--- src/rtl/demux_1_4_buf_if.sv ---
// Handshake bundle between the word producer and the four-lane distributor.
// The slave side is the distributor; the master side is whatever feeds it and drains the lanes.
interface demux_1_4_buf_if #(
   parameter int DATA_W = 16
);
   logic              restart;
   logic              auto_mode;
   logic [1:0]        select;
   logic [DATA_W-1:0] in_data;
   logic              in_valid;
   logic              in_ready;
   logic [DATA_W-1:0] out_1;
   logic [DATA_W-1:0] out_2;
   logic [DATA_W-1:0] out_3;
   logic [DATA_W-1:0] out_4;
   logic [3:0]        out_valid;
   logic [3:0]        out_ready;
   logic              group_done;
   logic [1:0]        rr_ptr;

   modport slave (
      input  restart, auto_mode, select, in_data, in_valid, out_ready,
      output in_ready, out_1, out_2, out_3, out_4, out_valid, group_done, rr_ptr
   );

   modport master (
      output restart, auto_mode, select, in_data, in_valid, out_ready,
      input  in_ready, out_1, out_2, out_3, out_4, out_valid, group_done, rr_ptr
   );
endinterface

--- src/rtl/demux_1_4_buf.sv ---
// Registered 1-to-4 distributor: steers each accepted word into one of four
// single-entry lane buffers, chosen explicitly or by a round-robin pointer.
module demux_1_4_buf #(
   parameter int DATA_W = 16
) (
   input  logic            clk,
   input  logic            reset,
   demux_1_4_buf_if.slave  bus
);
   logic [DATA_W-1:0] lane_r [4];
   logic [3:0]        valid_r;
   logic [1:0]        ptr_r;
   logic              done_r;

   logic [1:0]        target_s;
   logic              ready_s;
   logic              accept_s;
   logic [3:0]        wr_s;
   logic [3:0]        valid_nx_s;
   logic [1:0]        ptr_nx_s;
   logic              done_nx_s;

   // Lane choice, handshake and next-state for valid flags, pointer and group pulse
   always_comb begin
      target_s   = 2'd0;
      ready_s    = 1'b0;
      accept_s   = 1'b0;
      wr_s       = 4'b0000;
      valid_nx_s = valid_r;
      ptr_nx_s   = ptr_r;
      done_nx_s  = 1'b0;

      if (bus.auto_mode) begin
         target_s = ptr_r;
      end else begin
         target_s = bus.select;
      end

      // A full lane that is draining this cycle can be refilled immediately.
      if (reset) begin
         ready_s = 1'b0;
      end else begin
         ready_s = !valid_r[target_s] || bus.out_ready[target_s];
      end

      accept_s = bus.in_valid && ready_s;

      if (accept_s) begin
         wr_s = 4'b0001 << target_s;
      end else begin
         wr_s = 4'b0000;
      end

      valid_nx_s = wr_s | (valid_r & ~bus.out_ready);

      // restart still lets the same-cycle accept land, but the pointer ends at 0.
      if (bus.restart) begin
         ptr_nx_s  = 2'd0;
         done_nx_s = 1'b0;
      end else if (accept_s && bus.auto_mode) begin
         ptr_nx_s  = ptr_r + 2'd1;
         done_nx_s = (ptr_r == 2'd3);
      end else begin
         ptr_nx_s  = ptr_r;
         done_nx_s = 1'b0;
      end
   end

   // Lane buffers, valid flags, round-robin pointer and group pulse registers
   always_ff @(posedge clk) begin
      if (reset) begin
         for (int i = 0; i < 4; i++) begin
            lane_r[i] <= {DATA_W{1'b0}};
         end
         valid_r <= 4'b0000;
         ptr_r   <= 2'd0;
         done_r  <= 1'b0;
      end else begin
         for (int i = 0; i < 4; i++) begin
            if (wr_s[i]) begin
               lane_r[i] <= bus.in_data;
            end
         end
         valid_r <= valid_nx_s;
         ptr_r   <= ptr_nx_s;
         done_r  <= done_nx_s;
      end
   end

   assign bus.in_ready   = ready_s;
   assign bus.out_1      = lane_r[0];
   assign bus.out_2      = lane_r[1];
   assign bus.out_3      = lane_r[2];
   assign bus.out_4      = lane_r[3];
   assign bus.out_valid  = valid_r;
   assign bus.rr_ptr     = ptr_r;
   assign bus.group_done = done_r;
endmodule

--- src/flat_wrapper.sv ---
// flat-port wrapper written by rule: the top's interface ports become plain ports
module demux_1_4_buf_flat 
#(
   parameter int DATA_W = 16
)
  (clk, reset, bus_restart, bus_auto_mode, bus_select, bus_in_data, bus_in_valid, bus_out_ready, bus_in_ready, bus_out_1, bus_out_2, bus_out_3, bus_out_4, bus_out_valid, bus_group_done, bus_rr_ptr);
  demux_1_4_buf_if #(.DATA_W(DATA_W)) bus_i ();
  input  logic clk;
  input  logic reset;
  input wire logic [$bits(bus_i.restart)-1:0] bus_restart;
  input wire logic [$bits(bus_i.auto_mode)-1:0] bus_auto_mode;
  input wire logic [$bits(bus_i.select)-1:0] bus_select;
  input wire logic [$bits(bus_i.in_data)-1:0] bus_in_data;
  input wire logic [$bits(bus_i.in_valid)-1:0] bus_in_valid;
  input wire logic [$bits(bus_i.out_ready)-1:0] bus_out_ready;
  output wire logic [$bits(bus_i.in_ready)-1:0] bus_in_ready;
  output wire logic [$bits(bus_i.out_1)-1:0] bus_out_1;
  output wire logic [$bits(bus_i.out_2)-1:0] bus_out_2;
  output wire logic [$bits(bus_i.out_3)-1:0] bus_out_3;
  output wire logic [$bits(bus_i.out_4)-1:0] bus_out_4;
  output wire logic [$bits(bus_i.out_valid)-1:0] bus_out_valid;
  output wire logic [$bits(bus_i.group_done)-1:0] bus_group_done;
  output wire logic [$bits(bus_i.rr_ptr)-1:0] bus_rr_ptr;
  assign bus_i.restart = bus_restart;
  assign bus_i.auto_mode = bus_auto_mode;
  assign bus_i.select = bus_select;
  assign bus_i.in_data = bus_in_data;
  assign bus_i.in_valid = bus_in_valid;
  assign bus_i.out_ready = bus_out_ready;
  assign bus_in_ready = bus_i.in_ready;
  assign bus_out_1 = bus_i.out_1;
  assign bus_out_2 = bus_i.out_2;
  assign bus_out_3 = bus_i.out_3;
  assign bus_out_4 = bus_i.out_4;
  assign bus_out_valid = bus_i.out_valid;
  assign bus_group_done = bus_i.group_done;
  assign bus_rr_ptr = bus_i.rr_ptr;
  demux_1_4_buf #(.DATA_W(DATA_W)) u_core (.clk(clk), .reset(reset), .bus(bus_i));
endmodule
--- config.mk ---
export PLATFORM = sky130hd
export DESIGN_NAME = demux_1_4_buf_flat
export DESIGN_NICKNAME = d
export VERILOG_FILES = /design/src/rtl/demux_1_4_buf_if.sv /design/src/rtl/demux_1_4_buf.sv /design/src/flat_wrapper.sv
export SDC_FILE = /design/constraint.sdc
export NUM_CORES = 1
export LEC_CHECK = 0
export BUFFER_PORTS_ARGS = -buffer_cell sky130_fd_sc_hd__buf_2
export CORE_UTILIZATION = 40
export DETAILED_ROUTE_END_ITERATION = 8
export GPL_TIMING_DRIVEN = 0
export PLACE_DENSITY = 0.7
export SLEW_MARGIN = 20
export SYNTH_ARGS = -nofsm -noshare
export SYNTH_HDL_FRONTEND = slang
export SYNTH_SLANG_ARGS = --single-unit
--- constraint.sdc ---
create_clock -name clk -period 2.18 [get_ports clk]
set_clock_uncertainty 0.1 [all_clocks]
set_input_delay 0.545 -clock clk [delete_from_list [all_inputs] [get_ports clk]]
set_output_delay 0.545 -clock clk [all_outputs]
set_load 0.05 [all_outputs]
# Yosys cells after proc, flatten, opt, wreduce, memory -nomap -nowiden
# Memory sizes are Yosys's and may differ from the RTL's.
# Index checks and enable logic that the tools add are counted.
# totals
reg_bits	7
mem_bits_rw	64
out_inout_bits	72
elab_cells	47
memories	1
# op_classes
n_addsub	1
magnitude_cmp	1
eq_ne	1
shift	1
n_mux	25
bitwise	8
reduce_logical	6
# memory_table
memory	depth	word_bits	read_ports	rd_clocked_by_memory_dff	write_ports	line	source
u_core.lane_r	4	16	4	0	4	demux_1_4_buf.sv:10	logic [DATA_W-1:0] lane_r [4];
# ops
op	n
$mux W16	4
$mux W1	17
$and A4 B4 Y4	1
$bmux W1 S2	2
$mux W4	1
$not A4 Y4	1
$or A1 B1 Y1	4
$or A4 B4 Y4	1
$shl A1 B2 Y4 const A	1
$lt A2 B3 Y1 const B	1
$reduce_or A3 Y1	1
$add A2 B1 Y2 const B	1
$eq A2 B2 Y1 const B	1
$logic_and A1 B1 Y1	2
$mux W2	1
$reduce_or A2 Y1	1
$logic_not A1 Y1	1
$logic_or A1 B1 Y1	1
$not A1 Y1	1

# Logic depth before layout (Yosys ltp)
# depth
word_depth	12
depth_mapped	6

# Worst setup path before layout
# OpenSTA, ideal clock, no wires.
# synth_timing
path_kind	register to output
start	register u_core.ptr_r[0], in the netlist u_core.bus.rr_ptr[0]
end	output bus_in_ready
arrival_ns	2.100
required_ns	1.535
setup_slack_ns	-0.565
path_stages_with_launch	5
path_cell_list	dfxtp_1 -> mux2_4 -> mux2i_1 -> nand2_1 -> a21oi_1
# synth_via
elab_chain_cells	6
# synth_rtl
element	line	source
from (decl)	demux_1_4_buf.sv:12	logic [1:0] ptr_r;
from (signal assigned)	demux_1_4_buf.sv:85	ptr_r <= ptr_nx_s;
$mux W2 (*)	demux_1_4_buf.sv:33	if (bus.auto_mode) begin
$bmux W1 S2	demux_1_4_buf.sv:43	ready_s = !valid_r[target_s] || bus.out_ready[target_s];
$mux W1 (implied by the code)	demux_1_4_buf.sv:43	
$logic_not A1 Y1	demux_1_4_buf.sv:43	
$logic_or A1 B1 Y1 (*)	demux_1_4_buf.sv:43	
$mux W1 (*)	demux_1_4_buf.sv:40	if (reset) begin
to (decl)	flat_wrapper.sv:16	output wire logic [$bits(bus_i.in_ready)-1:0] bus_in_ready;
# Mark *: on every way between the ends. The rest lies on a longest branch, timed or not. The select of a mux whose other input is x is not followed.

# Final worst setup path
# layout_timing
start	input bus_auto_mode
end	output bus_in_ready
# layout_via
elab_chain_cells	6
# layout_rtl
element	line	source
from (decl)	flat_wrapper.sv:11	input wire logic [$bits(bus_i.auto_mode)-1:0] bus_auto_mode;
$mux W2 (*)	demux_1_4_buf.sv:33	
$bmux W1 S2	demux_1_4_buf.sv:43	
$mux W1 (implied by the code)	demux_1_4_buf.sv:43	
$logic_not A1 Y1	demux_1_4_buf.sv:43	
$logic_or A1 B1 Y1 (*)	demux_1_4_buf.sv:43	
$mux W1 (*)	demux_1_4_buf.sv:40	
# Marked as above.

==> reports/metrics.csv <==
metric,value,unit
Final Hold Viols,0,
row count,30,
total power,3.15,mW
Initial Utilization,42.0,%
crit path launch type,input port,
Gate Count Post-Synth,186,
WP data arrival,1.62,ns
Setup CP Type,input port to primary output,
number of global-route vias before repair,1805,
Initial DRC Count,58,
worst reg2reg startpoint,u_core.bus.rr_ptr[0],
first-pass GRT wire length,9280,um
combinational family with the most area after synthesis,simple AND/OR/NAND/NOR gates,
clk sink count,71,
outcome,"finished, violations left",
"most common cell after layout, fill and taps aside",buf_2,
Synth Area in Adders,0.434,%
Netlist cell types,27,
RSZ-0062 raised after global routing,true,
Die W,86.9,um
vias,1806,
Slew Limit Fails,0,
share of the synthesized area in the top cell type,66.6,%
WP data required,1.53,ns
CP endpoint kind,primary output,
core area,6870,um2
slew margin rel.,63.1,%
DIE AREA,7550,um2
detailed placement HPWL,4030,um
ant diodes,0,
# placed instances,379,
TritonCTS Buffers,9,
placed cell area,3500,um2
nets,326,
synthesized flop and latch total,71,
violated checks,setup timing,
leading area contributor after synthesis,edfxtp_1,
Compound-Gate Fraction of Synth Area,0.954,%
drt wl/cell,15.3,um
Hold Path Class,input port to flop,
"Design Area, Final",3790,um2
largest net degree at the start of global routing,17,
total gr overflow,0,
Port-buffer cells,97,
CTS tree,built,
Ports,99,
DIE HEIGHT,86.9,um
initial antenna violation count,0,
Vias/cell,4.53,
Bufs on Longest Clock Path,2,
Final period util,104,%
remaining antenna violation count,0,
Reg-to-Reg End,u_core.lane_r[0][1],
Tmin final,2.27,ns
most frequent cells in the layout,"96 x buf_2, 64 x edfxtp_1, 50 x and2_1",
Detailed Routing Iterations Pass 1,4,
Worst Max-Slew Pin Slew,0.550,ns
FF-to-FF path depth,3,
Syn Nets,214,
CP endpoint,bus_in_ready,
R2R setup slack,0,ns
clock latency on the worst-skew pair,0.34,ns
synth top area cells,"edfxtp_1 67%, and2_1 11%, dfxtp_1 4.9%",
critical-path maximum fanout,6,
Crit. Startpoint,bus_auto_mode,
P_leak,1.66,nW
Post-Synth XOR/XNOR Area,0,%
PwrDens,831,nW/um2
fmax,441,MHz
sequential fraction of the synthesis area,71.5,%
htree depth,3,
Yosys Warn Count,0,
setup ws final,-0.0895,ns
final wirelength,6100,um
syn avg cell area,15.5,um2
Post-Synth Simple-Gate Area,22.6,%
Post-Layout Cell Count,399,
mux contribution to synthesized area,2.78,%
max cap viols,0,
final setup TNS,-0.269,ns
VDD IR max,0.000652,V
CTS root buffer,clkbuf_8,
GRT Util Overall,17.4,%
Area Overhead vs Synth,31.6,%
final setup vio count,17,
clk slew on worst S/H paths,0.07,ns
cell area after synthesis,2880,um2
GP Congestion,0.791,
fraction of layout cells with a size suffix above 1,51.2,%
DRC violations left,0,
-- cell usage after synthesis, drive strengths merged --
cell type,n
nand2,3
a21oi,1
and2b,2
or2,4
and4,1
mux2i,5
nand2b,1
inv,1
or3,1
clkbuf,3
nor2,12
and2,64
edfxtp,64
o21a,1
nor2b,2
ha,1
buf,3
nor4,4
a22oi,1
nand3b,1
dfxtp,7
nor3b,1
mux2,2
a21boi,1
-- stage by stage --
stage	worst slack, ns	utilization, %	hold WS [ns]
detailed placement	-0.395	51.0	0.398
CTS	-0.0892	55.0	0.276
global placement	-0.361	51.0	0.387
global route	-0.133	55.2	0.279
finish	-0.0895	55.2	0.288
floorplan	-0.145	-	0.489
-- registers in the layout, summed over array words and instances (netlist names) --
| name | cells |
|---|---|
| u_core.bus.out_valid | 4 |
| u_core.bus.rr_ptr | 2 |
| u_core.lane_r | 64 |
| u_core.bus.group_done | 1 |
-- area by class of cell --
type,count,area (um2)
inverters,1,3.75
clock inverters,6,85.1
repair buffers,101,522
multi-input cells,108,818
clock buffers,10,128
fillers,570,3070
plain buffers,6,51.3
well taps,96,120
flip-flops and latches,71,2070
-- per-layer routing --
layer / vias up / wire length, um / track usage (%)
met5: - / 0 / 0
met4: 0 / 131 / 9.09
met3: 10 / 308 / 3.60
met2: 67 / 2980 / 29.7
met1: 852 / 2670 / 20.9
li1: 877 / - / -
-- worst min path at each step --
| stage | startpoint | to | slack (ns) | cells after the start |
|---|---|---|---|---|
| finish | bus_restart | u_core.bus.group_done | 0.29 | 2 |
| global route | bus_restart | u_core.bus.group_done | 0.28 | 2 |
| CTS | bus_restart | u_core.bus.group_done | 0.28 | 2 |
| detailed placement | u_core.bus.rr_ptr[0] | u_core.bus.rr_ptr[0] | 0.40 | 2 |
| global placement | u_core.bus.rr_ptr[0] | u_core.bus.rr_ptr[0] | 0.39 | 2 |
| floorplan | u_core.bus.rr_ptr[0] | u_core.bus.rr_ptr[0] | 0.49 | 2 |
-- logic make-up (layout without fill, tap and decap cells) --
family                   Yosys count  count (layout)
buffers and inverters              7             124
AND/OR/NAND/NOR                   96              96
multiplexers                       7               7
adder cells (fa/ha/maj)            1               1
flip-flops                        71              71
AO/OA/AOI/OAI                      4               4
-- where the power goes --
group | switching, mW | internal, mW | leakage (nW) | total, mW
logic | 0.352 | 0.103 | 0.829 | 0.455
registers | 0.0166 | 1.55 | 0.722 | 1.57
clock network | 0.492 | 0.641 | 0.104 | 1.13
-- timing repair --
action,CTS,global route
gates resized for setup,10,2
hold buffers,0,0
setup buffers,3,1
endpoints found under the setup margin,49,65
pin swaps,1,2
gates cloned,0,0
-- critical path, stage by stage --
cell,delay (ns)
buf_8,0.11
mux2_4,0.36
mux2i_4,0.19
nand2_2,0.08
a21oi_4,0.16
buf_6,0.17
Power figures use the tool's default switching activity.
